### src/rtl/fht_io_ctrl.sv
// Frame sequencer for fht_top: scatters one frame of ADC samples into the four
// RAM banks, kicks the core, waits for it with a timeout, then drains the
// transformed frame in natural index order over a valid/ready result stream.
module fht_io_ctrl #(
    parameter int unsigned D_BIT     = 16,
    parameter int unsigned A_BIT     = 8,
    parameter int unsigned BITREV_IN = 0,
    parameter int unsigned RD_LAT    = 1,
    parameter int unsigned TO_BIT    = 20
) (
    input  logic                 iCLK,
    input  logic                 iRESET,
    input  logic                 iEN,
    input  logic                 iADC_VALID,
    input  logic [D_BIT-1:0]     iADC_DATA,
    output logic                 oADC_READY,
    output logic                 oFHT_START,
    input  logic                 iFHT_RDY,
    output logic [3:0]           oFHT_WE,
    output logic [D_BIT-1:0]     oFHT_DATA,
    output logic [A_BIT-1:0]     oFHT_ADDR_WR,
    output logic [A_BIT-1:0]     oFHT_ADDR_RD,
    input  logic [D_BIT-1:0]     iFHT_DATA_0,
    input  logic [D_BIT-1:0]     iFHT_DATA_1,
    input  logic [D_BIT-1:0]     iFHT_DATA_2,
    input  logic [D_BIT-1:0]     iFHT_DATA_3,
    output logic                 oRES_VALID,
    output logic [D_BIT-1:0]     oRES_DATA,
    output logic [A_BIT+1:0]     oRES_INDEX,
    input  logic                 iRES_READY,
    output logic                 oBUSY,
    output logic                 oFRAME_DONE,
    output logic                 oERR
);

    localparam int unsigned N_BIT = A_BIT + 2;
    localparam logic [N_BIT-1:0]  N_LAST   = '1;
    // Terminal count minus one: the abort fires as the counter reaches all-ones.
    localparam logic [TO_BIT-1:0] TO_PRE   = {{(TO_BIT-1){1'b1}}, 1'b0};
    localparam logic [1:0]        LAT_LAST = 2'(RD_LAT - 1);

    typedef enum logic [2:0] {
        StIdle, StLoad, StStart, StWaitBusy, StWaitRdy, StRdIssue, StRdWait, StRdOut
    } state_e;

    state_e              r_state, w_state_d;
    logic [N_BIT-1:0]    r_n, r_k;
    logic [TO_BIT-1:0]   r_to;
    logic [1:0]          r_lat;
    logic [3:0]          r_we;
    logic [D_BIT-1:0]    r_wdata, r_res_data;
    logic [A_BIT-1:0]    r_waddr;
    logic [N_BIT-1:0]    r_res_index;
    logic                r_start, r_done, r_err;

    logic                w_accept, w_res_acc, w_to_hit, w_lat_done, w_waiting;
    logic [N_BIT-1:0]    w_m;
    logic [D_BIT-1:0]    w_rd_data;

    function automatic logic [N_BIT-1:0] f_rev(input logic [N_BIT-1:0] v);
        for (int i = 0; i < int'(N_BIT); i++) begin
            f_rev[i] = v[N_BIT-1-i];
        end
    endfunction

    // Handshake qualifiers, bank-mapped write index and read-data bank select.
    always_comb begin
        w_accept   = (r_state == StLoad) && iADC_VALID;
        w_res_acc  = (r_state == StRdOut) && iRES_READY;
        w_waiting  = (r_state == StWaitBusy) || (r_state == StWaitRdy);
        w_to_hit   = w_waiting && (r_to == TO_PRE);
        w_lat_done = (r_lat == LAT_LAST);
        w_m        = (BITREV_IN != 0) ? f_rev(r_n) : r_n;
        w_rd_data  = iFHT_DATA_0;
        unique case (r_k[1:0])
            2'd0: w_rd_data = iFHT_DATA_0;
            2'd1: w_rd_data = iFHT_DATA_1;
            2'd2: w_rd_data = iFHT_DATA_2;
            2'd3: w_rd_data = iFHT_DATA_3;
        endcase
    end

    // Next-state decode.
    always_comb begin
        w_state_d = r_state;
        unique case (r_state)
            StIdle:     if (iEN) w_state_d = StLoad;
            StLoad:     if (w_accept && (r_n == N_LAST)) w_state_d = StStart;
            StStart:    w_state_d = StWaitBusy;
            StWaitBusy: begin
                if (w_to_hit)       w_state_d = StIdle;
                else if (!iFHT_RDY) w_state_d = StWaitRdy;
            end
            StWaitRdy: begin
                if (w_to_hit)      w_state_d = StIdle;
                else if (iFHT_RDY) w_state_d = StRdIssue;
            end
            StRdIssue:  w_state_d = StRdWait;
            StRdWait:   if (w_lat_done) w_state_d = StRdOut;
            StRdOut: begin
                if (iRES_READY) w_state_d = (r_k == N_LAST) ? StIdle : StRdIssue;
            end
            default:    w_state_d = StIdle;
        endcase
    end

    // State register and datapath; pulses default low every cycle.
    always_ff @(posedge iCLK) begin
        if (!iRESET) begin
            r_state     <= StIdle;
            r_n         <= '0;
            r_k         <= '0;
            r_to        <= '0;
            r_lat       <= '0;
            r_we        <= '0;
            r_wdata     <= '0;
            r_waddr     <= '0;
            r_start     <= 1'b0;
            r_res_data  <= '0;
            r_res_index <= '0;
            r_done      <= 1'b0;
            r_err       <= 1'b0;
        end else begin
            r_state <= w_state_d;
            r_we    <= '0;
            r_start <= 1'b0;
            r_done  <= 1'b0;
            if ((r_state == StIdle) && iEN) r_n <= '0;
            if (w_accept) begin
                r_we    <= 4'b0001 << w_m[1:0];
                r_waddr <= w_m[N_BIT-1:2];
                r_wdata <= iADC_DATA;
                r_n     <= r_n + N_BIT'(1);
            end
            // START is registered so the pulse trails the final bank write by a cycle.
            if (r_state == StStart) begin
                r_start <= 1'b1;
                r_to    <= '0;
            end
            if (w_waiting) r_to <= r_to + TO_BIT'(1);
            if (w_to_hit) r_err <= 1'b1;
            if ((r_state == StWaitRdy) && (w_state_d == StRdIssue)) r_k <= '0;
            if (r_state == StRdIssue) r_lat <= '0;
            if (r_state == StRdWait) begin
                r_lat <= r_lat + 2'd1;
                if (w_lat_done) begin
                    r_res_data  <= w_rd_data;
                    r_res_index <= r_k;
                end
            end
            if (w_res_acc) begin
                r_k <= r_k + N_BIT'(1);
                if (r_k == N_LAST) r_done <= 1'b1;
            end
        end
    end

    assign oADC_READY   = (r_state == StLoad);
    assign oFHT_START   = r_start;
    assign oFHT_WE      = r_we;
    assign oFHT_DATA    = r_wdata;
    assign oFHT_ADDR_WR = r_waddr;
    // k only moves on a result accept, so the read address holds through RD_OUT.
    assign oFHT_ADDR_RD = r_k[N_BIT-1:2];
    assign oRES_VALID   = (r_state == StRdOut);
    assign oRES_DATA    = r_res_data;
    assign oRES_INDEX   = r_res_index;
    assign oBUSY        = (r_state != StIdle);
    assign oFRAME_DONE  = r_done;
    assign oERR         = r_err;

endmodule

### config.mk
export PLATFORM = sky130hd
export DESIGN_NAME = fht_io_ctrl
export DESIGN_NICKNAME = d
export VERILOG_FILES = /design/src/rtl/fht_io_ctrl.sv
export SDC_FILE = /design/constraint.sdc
export NUM_CORES = 1
export LEC_CHECK = 0
export CAP_MARGIN = 10
export CORE_ASPECT_RATIO = 1.1
export CORE_MARGIN = 2
export CORE_UTILIZATION = 50
export DETAILED_ROUTE_END_ITERATION = 6
export PLACE_DENSITY = 0.91
export SLEW_MARGIN = 40
export SYNTH_ARGS = -nofsm -noshare
export SYNTH_HDL_FRONTEND = slang
export SYNTH_SLANG_ARGS = --single-unit
### constraint.sdc
create_clock -name iCLK -period 3.3 [get_ports iCLK]
set_input_delay 0.66 -clock iCLK [delete_from_list [all_inputs] [get_ports iCLK]]
set_output_delay 0.66 -clock iCLK [all_outputs]
set_load 0.05 [all_outputs]
==> summary.md, run 1 <==
| Metric | Value |
|---|---|
| Status | complete, no violations |
| Worst-Skew Late Latency | 0.38 ns |
| Initial antenna violation count | 1 |
| Initial Util | 50.86% |
| Inserted Clock Buffers | 9 |
| P_leak | 2.113 nW |
| Clock-pin slew on the worst setup and hold paths | 0.09 ns |
| Unrepaired setup endpoints after global routing | false |
| Final core occ | 69.51% |
| Setup bufs post-CTS | 0 |
| WHS | 0.4562 ns |
| Core area | 9259 sq um |
| Slew Viols, Final | 0 |
| Post-cts hold buffer count | 0 |
| Syn_area_per_cell | 7.836 sq um |
| Syn Inst Count | 601 |
| DP Area | 6238 sq um |
| GP Congestion | 0.8554 |
| Slew Limit Headroom | 46.24% |
| Max Fclk | 327.5 MHz |
| Worst Tran Pin Value | 0.8034 ns |
| P&R area growth vs syn | 36.66% |
| WP data arrival | 2.39 ns |
| Post-cts resize count | 0 |
| Layout cells sized above 1 | 5.357% |
| Worst vdd ir | 0.2469 mV |
| Netlist Area Pre-Place | 4710 sq um |
| DR pass1 iterations | 5 |
| # IOs | 154 |
| Synthesized Nets | 695 |
| Hold Path Depth | 2 |
| CTS sink count | 102 |
| Count leader, synth | nand2_1 |
| Count of cell types in the netlist | 51 |
| Vias in the first global route | 4451 |
| CTS tree | done |
| Reg2Reg Depth | 5 |
| Die Area | 10210 sq um |
| Top cell type's share of synthesized area | 43.36% |
| Post-Layout Cell Count | 846 |
| Synth warn | 0 |
| Final hold viol count | 0 |
| CP Launch Type | flip-flop |
| Post-layout minimum cycle time | 3.053 ns |
| Detailed Place HPWL | 9.764 mm |
| Worst setup EP type | output port |
| Final instance area | 6436 sq um |
| Worst Path Required | 2.64 ns |
| Place WS | 0.7223 ns |
| Top FF cell, synth | dfxtp_1 |
| Inst Count DP | 829 |
| Sum Neg Setup Slack | 0 ns |
| Overall Power | 2.246 mW |
| Top area cells in the synthesized netlist | dfxtp_1, nand2_1, a21oi_1, o21ai_0, a222oi_1 |
| Sequential area share after synthesis | 43.36% |
| Global-route wire length before repair | 20.41 mm |
| Routed length per instance | 15.92 um |
| Total wire length | 13.47 mm |
| Clk buf depth | 2 |
| Clock root cell | clkbuf_8 |
| Largest net degree at the start of global routing | 54 |
| # nets final | 817 |
| Total of max-cap violations | 0 |
| Total GRT Usage | 25.28% |
| Setup violators final | 0 |
| GRT Residual Overflow | 0 |
| Setup WS post-layout | 0.2467 ns |
| Pwr per Cell Area | 349.0 nW/um^2 |
| Vias post-DR | 4904 |
| Ys async rst share | 0% |
| Crit Path Category | reg2out |
| Via-to-Cell Ratio | 5.797 |
| Top cells by count, synth | nand2_1, dfxtp_1, a21oi_1 |
| PortBufs | 153 |
| EDFF count, synth | 0 |
| Residual DRC | 0 |
| FP Rows | 37 |
| Min-Delay Path Class | reg2reg |
| # H-tree levels | 3 |
| Filler Cell Count | 726 |
| Max FO, Critical Path | 16 |
| FF+latch count, synth | 102 |
| DRT iter0 DRCs | 345 |
| Die W | 96.54 um |
| Largest area contributor in the netlist | dfxtp_1 |
| Antenna viol nets, final | 0 |
| Crit share post-route | 92.52% |
| Clock Skews | 0.01633 ns |
| DIE HEIGHT | 105.8 um |
==> where the power goes <==
part	switching [mW]	internal, mW	leakage, nW
registers	0.0100	1.24	0.823
logic	0.113	0.128	1.20
clock network	0.448	0.307	0.0914
total	0.571	1.68	2.11
==> worst paths after layout <==
| check | startpoint | end | slack, ns |
|---|---|---|---|
| worst max register to register | r_state[2] | r_to[18] | 1.01 |
| worst min register to register | oRES_DATA[15] | oRES_DATA[15] | 0.46 |
| worst min-delay path | oRES_DATA[15] | oRES_DATA[15] | 0.46 |
| worst max-delay path | r_state[0] | oADC_READY | 0.25 |
==> registers in the layout (all words and copies together) (netlist names), 4 cells and up <==
signal / flops
oFHT_DATA: 16
r_n: 10
r_k: 10
oRES_DATA: 16
oFHT_ADDR_WR: 8
oRES_INDEX: 10
r_to: 20
oFHT_WE: 4
==> worst max-delay path, cell delays in order, from the launching register on <==
cell             delay (ns)
dfxtp_1                0.63
nor3b_1                0.49
clkdlybuf4s50_1        0.90
==> layout make-up <==
type	count	area (sq um)	share of cell area, %
Antenna cell	1	2.502	0.03888
Clock buffer	10	137.6	2.138
Clock inverter	6	52.55	0.8165
Inverter	12	45.04	0.6998
Multi-Input combinational cell	440	2429	37.73
Sequential cell	102	2042	31.73
Tap cell	117	146.4	2.274
Timing Repair Buffer	158	1582	24.57
==> cell usage in the layout, fill, tap and decap left out, types with 2 or more instances in the layout <==
master,count
clkdlybuf4s50_1,153
nand2_1,146
dfxtp_1,102
a21oi_1,78
o21ai_0,35
nor2_1,30
nand3_1,20
a222oi_1,16
inv_1,11
nor3_1,10
o211ai_1,10
clkbuf_8,10
a31oi_1,9
or3_1,8
ha_1,7
nand4_1,6
and2_1,5
nor3b_1,4
and3_1,4
o31a_1,4
buf_4,4
nand4b_1,3
and4_1,3
nand2b_1,3
a22oi_1,3
or2_2,3
a311oi_1,3
mux2_2,3
nand2_2,2
o31ai_1,2
or4_1,2
o22ai_1,2
inv_6,2
clkinvlp_4,2
==> per-layer routing <==
metal  track usage, %  vias up  routed length, um
met5                0        -                  0
met4            12.27        0                361
met3            6.147       28               1251
met2            44.49      223               6805
met1            27.78     2283               5046
li1                 -     2370                  -
==> cells by family (layout without fill, tap and decap cells) <==
kind of cell	count (synthesis)	count (layout)	synth area share [%]
AOI/OAI and AO/OA	169	169	22.48
xor gates and xnor gates	2	2	0.3720
adders and majority gates	8	8	2.125
buffers and inverters	59	186	5.526
DFF	102	102	43.36
muxes	3	3	0.7173
other	0	1	0
and+or+nand+nor	258	258	25.43
Note: power is estimated with default switching activity, not from simulation.
==> run 2, diff against run 1 <==
- CORE_UTILIZATION: 50 -> 46
- PLACE_DENSITY: 0.91 -> 0.85
- clock period: 3.3 -> 3.4 ns (I/O delays scaled with it)
==> run 2 against run 1 <==
Final cell count rose by 0.24%. Design area is essentially flat. Setup slack improved by 0.093 ns. Combinational power decreased by 3%. Sequential share of layout area hardly changed. Die area grew 8.3%. Global-route usage shrank 2.2 points. Via count is 1.3% lower. Core utilization shrank 4.8 points. Clock-buffer cell count rose by 2. Non-clock buffer count unchanged. Critical path depth stayed put.
==> summary.md, run 2 (same netlist as run 1, synthesis figures left out) <==
| Metric | Value |
|---|---|
| Multi-input gate area | 2429 sq um (unchanged) |
| Pwr per Cell Area | 338.1 nW/um^2 (-3.1%) |
| Initial Util | 47.39% (-3.5 points) |
| Max reg flops | 20 (unchanged) |
| Most frequent cells in the layout | clkdlybuf4s50_1, nand2_1, dfxtp_1, a21oi_1, o21ai_0 |
| GRT Residual Overflow | 0 (unchanged) |
| Post-cts hold buffer count | 0 (unchanged) |
| # H-tree levels | 3 (unchanged) |
| Status | complete, no violations |
| Slew Limit Headroom | 49.55% (+3.3 points) |
| Worst vdd ir | 0.2794 mV (+13%) |
| DR pass1 iterations | 4 (-1) |
| Initial antenna violation count | 0 (-1) |
| DRT iter0 DRCs | 310 (-10%) |
| Sum Neg Setup Slack | 0 ns (unchanged) |
| Antenna viol nets, final | 0 (unchanged) |
| DIE HEIGHT | 110.1 um (+4.1%) |
| Detailed Place HPWL | 9.722 mm (-0.43%) |
| PortBufs | 153 (unchanged) |
| CTS tree | done |
| Total GRT Usage | 23.06% (-2.2 points) |
| Max FO, Critical Path | 16 (unchanged) |
| Final hold viol count | 0 (unchanged) |
| Largest net degree at the start of global routing | 49 (-9.3%) |
| Setup bufs post-CTS | 0 (unchanged) |
| Min-Delay Path Class | reg2reg |
| Post-cts resize count | 0 (unchanged) |
| Routed length per instance | 15.97 um (+0.36%) |
| CP Launch Type | flip-flop |
| Worst Tran Pin Value | 0.7540 ns (-0.04939 ns) |
| Total of max-cap violations | 0 (unchanged) |
| Max Fclk | 326.8 MHz |
| Die W | 100.5 um (+4.1%) |
| CTS sink count | 102 (unchanged) |
| Final core occ | 64.73% (-4.8 points) |
| Vias post-DR | 4838 (-1.3%) |
| Commonest non-fill, non-tap cell in the layout | clkdlybuf4s50_1 |
| Core area | 9937 sq um (+7.3%) |
| Clock Skews | 0.01252 ns (-0.003809 ns) |
| # nets final | 817 (unchanged) |
| WP data arrival | 2.38 ns (about the same) |
| Layout cells sized above 1 | 5.220% (-0.14 points) |
| Total wire length | 13.55 mm (+0.60%) |
| Setup violators final | 0 (unchanged) |
| Ant. Diodes | 0 (-1) |
| Via-to-Cell Ratio | 5.705 (-1.6%) |
| Worst setup EP type | output port |
| Die Area | 11060 sq um (+8.3%) |
| Unrepaired setup endpoints after global routing | false |
| Post-layout minimum cycle time | 3.060 ns |
| Vias in the first global route | 4361 (-2.0%) |
| Clock-pin slew on the worst setup and hold paths | 0.09 ns (about the same) |
| Crit share post-route | 90.01% |
| Filler Cell Count | 860 (+18%) |
| GP Congestion | 0.8666 (+1.3%) |
| Residual DRC | 0 (unchanged) |
| Worst Path Required | 2.72 ns (+0.08 ns) |
| Sequential Area | 2042 sq um (unchanged) |
| Worst-Skew Late Latency | 0.36 ns (-0.02 ns) |
| Slew Viols, Final | 0 (unchanged) |
| Global-route wire length before repair | 20.44 mm (+0.13%) |
| Clk buf depth | 2 (unchanged) |
| P_leak | 2.115 nW (about the same) |
| FP Rows | 38 (+2.7%) |
| Overall Power | 2.175 mW (-3.2%) |
| Largest register by flop count | r_to |
| P&R area growth vs syn | 36.58% (about the same) |
| Inserted Clock Buffers | 9 (unchanged) |
| Clock root cell | clkbuf_8 |
| Crit Path Category | reg2out |
| # IOs | 154 (unchanged) |
| WHS | 0.4581 ns (+0.001933 ns) |
[run 2: stage by stage]
stage / area, sq um / instances / worst slack [ns]
CTS: 6430 / 848 / 0.3360
floorplan: 4710 / 601 / 0.6087
finish: 6432 / 848 / 0.3396
global placement: 6241 / 832 / 0.8603
detailed placement: 6245 / 832 / 0.7367
global route: 6432 / 848 / 0.2244
[run 2: worst paths after layout]
path	start	endpoint	slack, ns	cells past startpoint
max	r_state[0]	oADC_READY	0.34	2
min	oRES_DATA[5]	oRES_DATA[5]	0.46	2
max reg2reg	r_state[2]	r_to[18]	1.06	5
min reg2reg	oRES_DATA[5]	oRES_DATA[5]	0.46	2
[run 2: cell type report]
cell class                      instances  share of cell area, %
Clock inverter                          4                 0.4668
Clock buffer                           12                  2.412
Timing Repair Buffer                  158                  24.59
Tap cell                              120                  2.334
Sequential cell                       102                  31.74
Inverter                               12                 0.7003
Multi-Input combinational cell        440                  37.76
[run 2: per-layer routing]
metal | GRT usage, % | share of wire, %
met1 | 27.48 | 42
met2 | 41.75 | 49
met3 | 5.044 | 8.0
met4 | 6.556 | 1.1
met5 | 0 | 0
[run 2: power by group]
group | internal, mW | total, mW | switching (mW)
logic | 0.124 | 0.234 | 0.110
registers | 1.20 | 1.21 | 0.00962
clock network | 0.310 | 0.727 | 0.417
[run 2: critical path: stages (launching register included)]
cell and delay (ns):
dfxtp_1 0.63, nor3b_1 0.49, clkdlybuf4s50_1 0.90
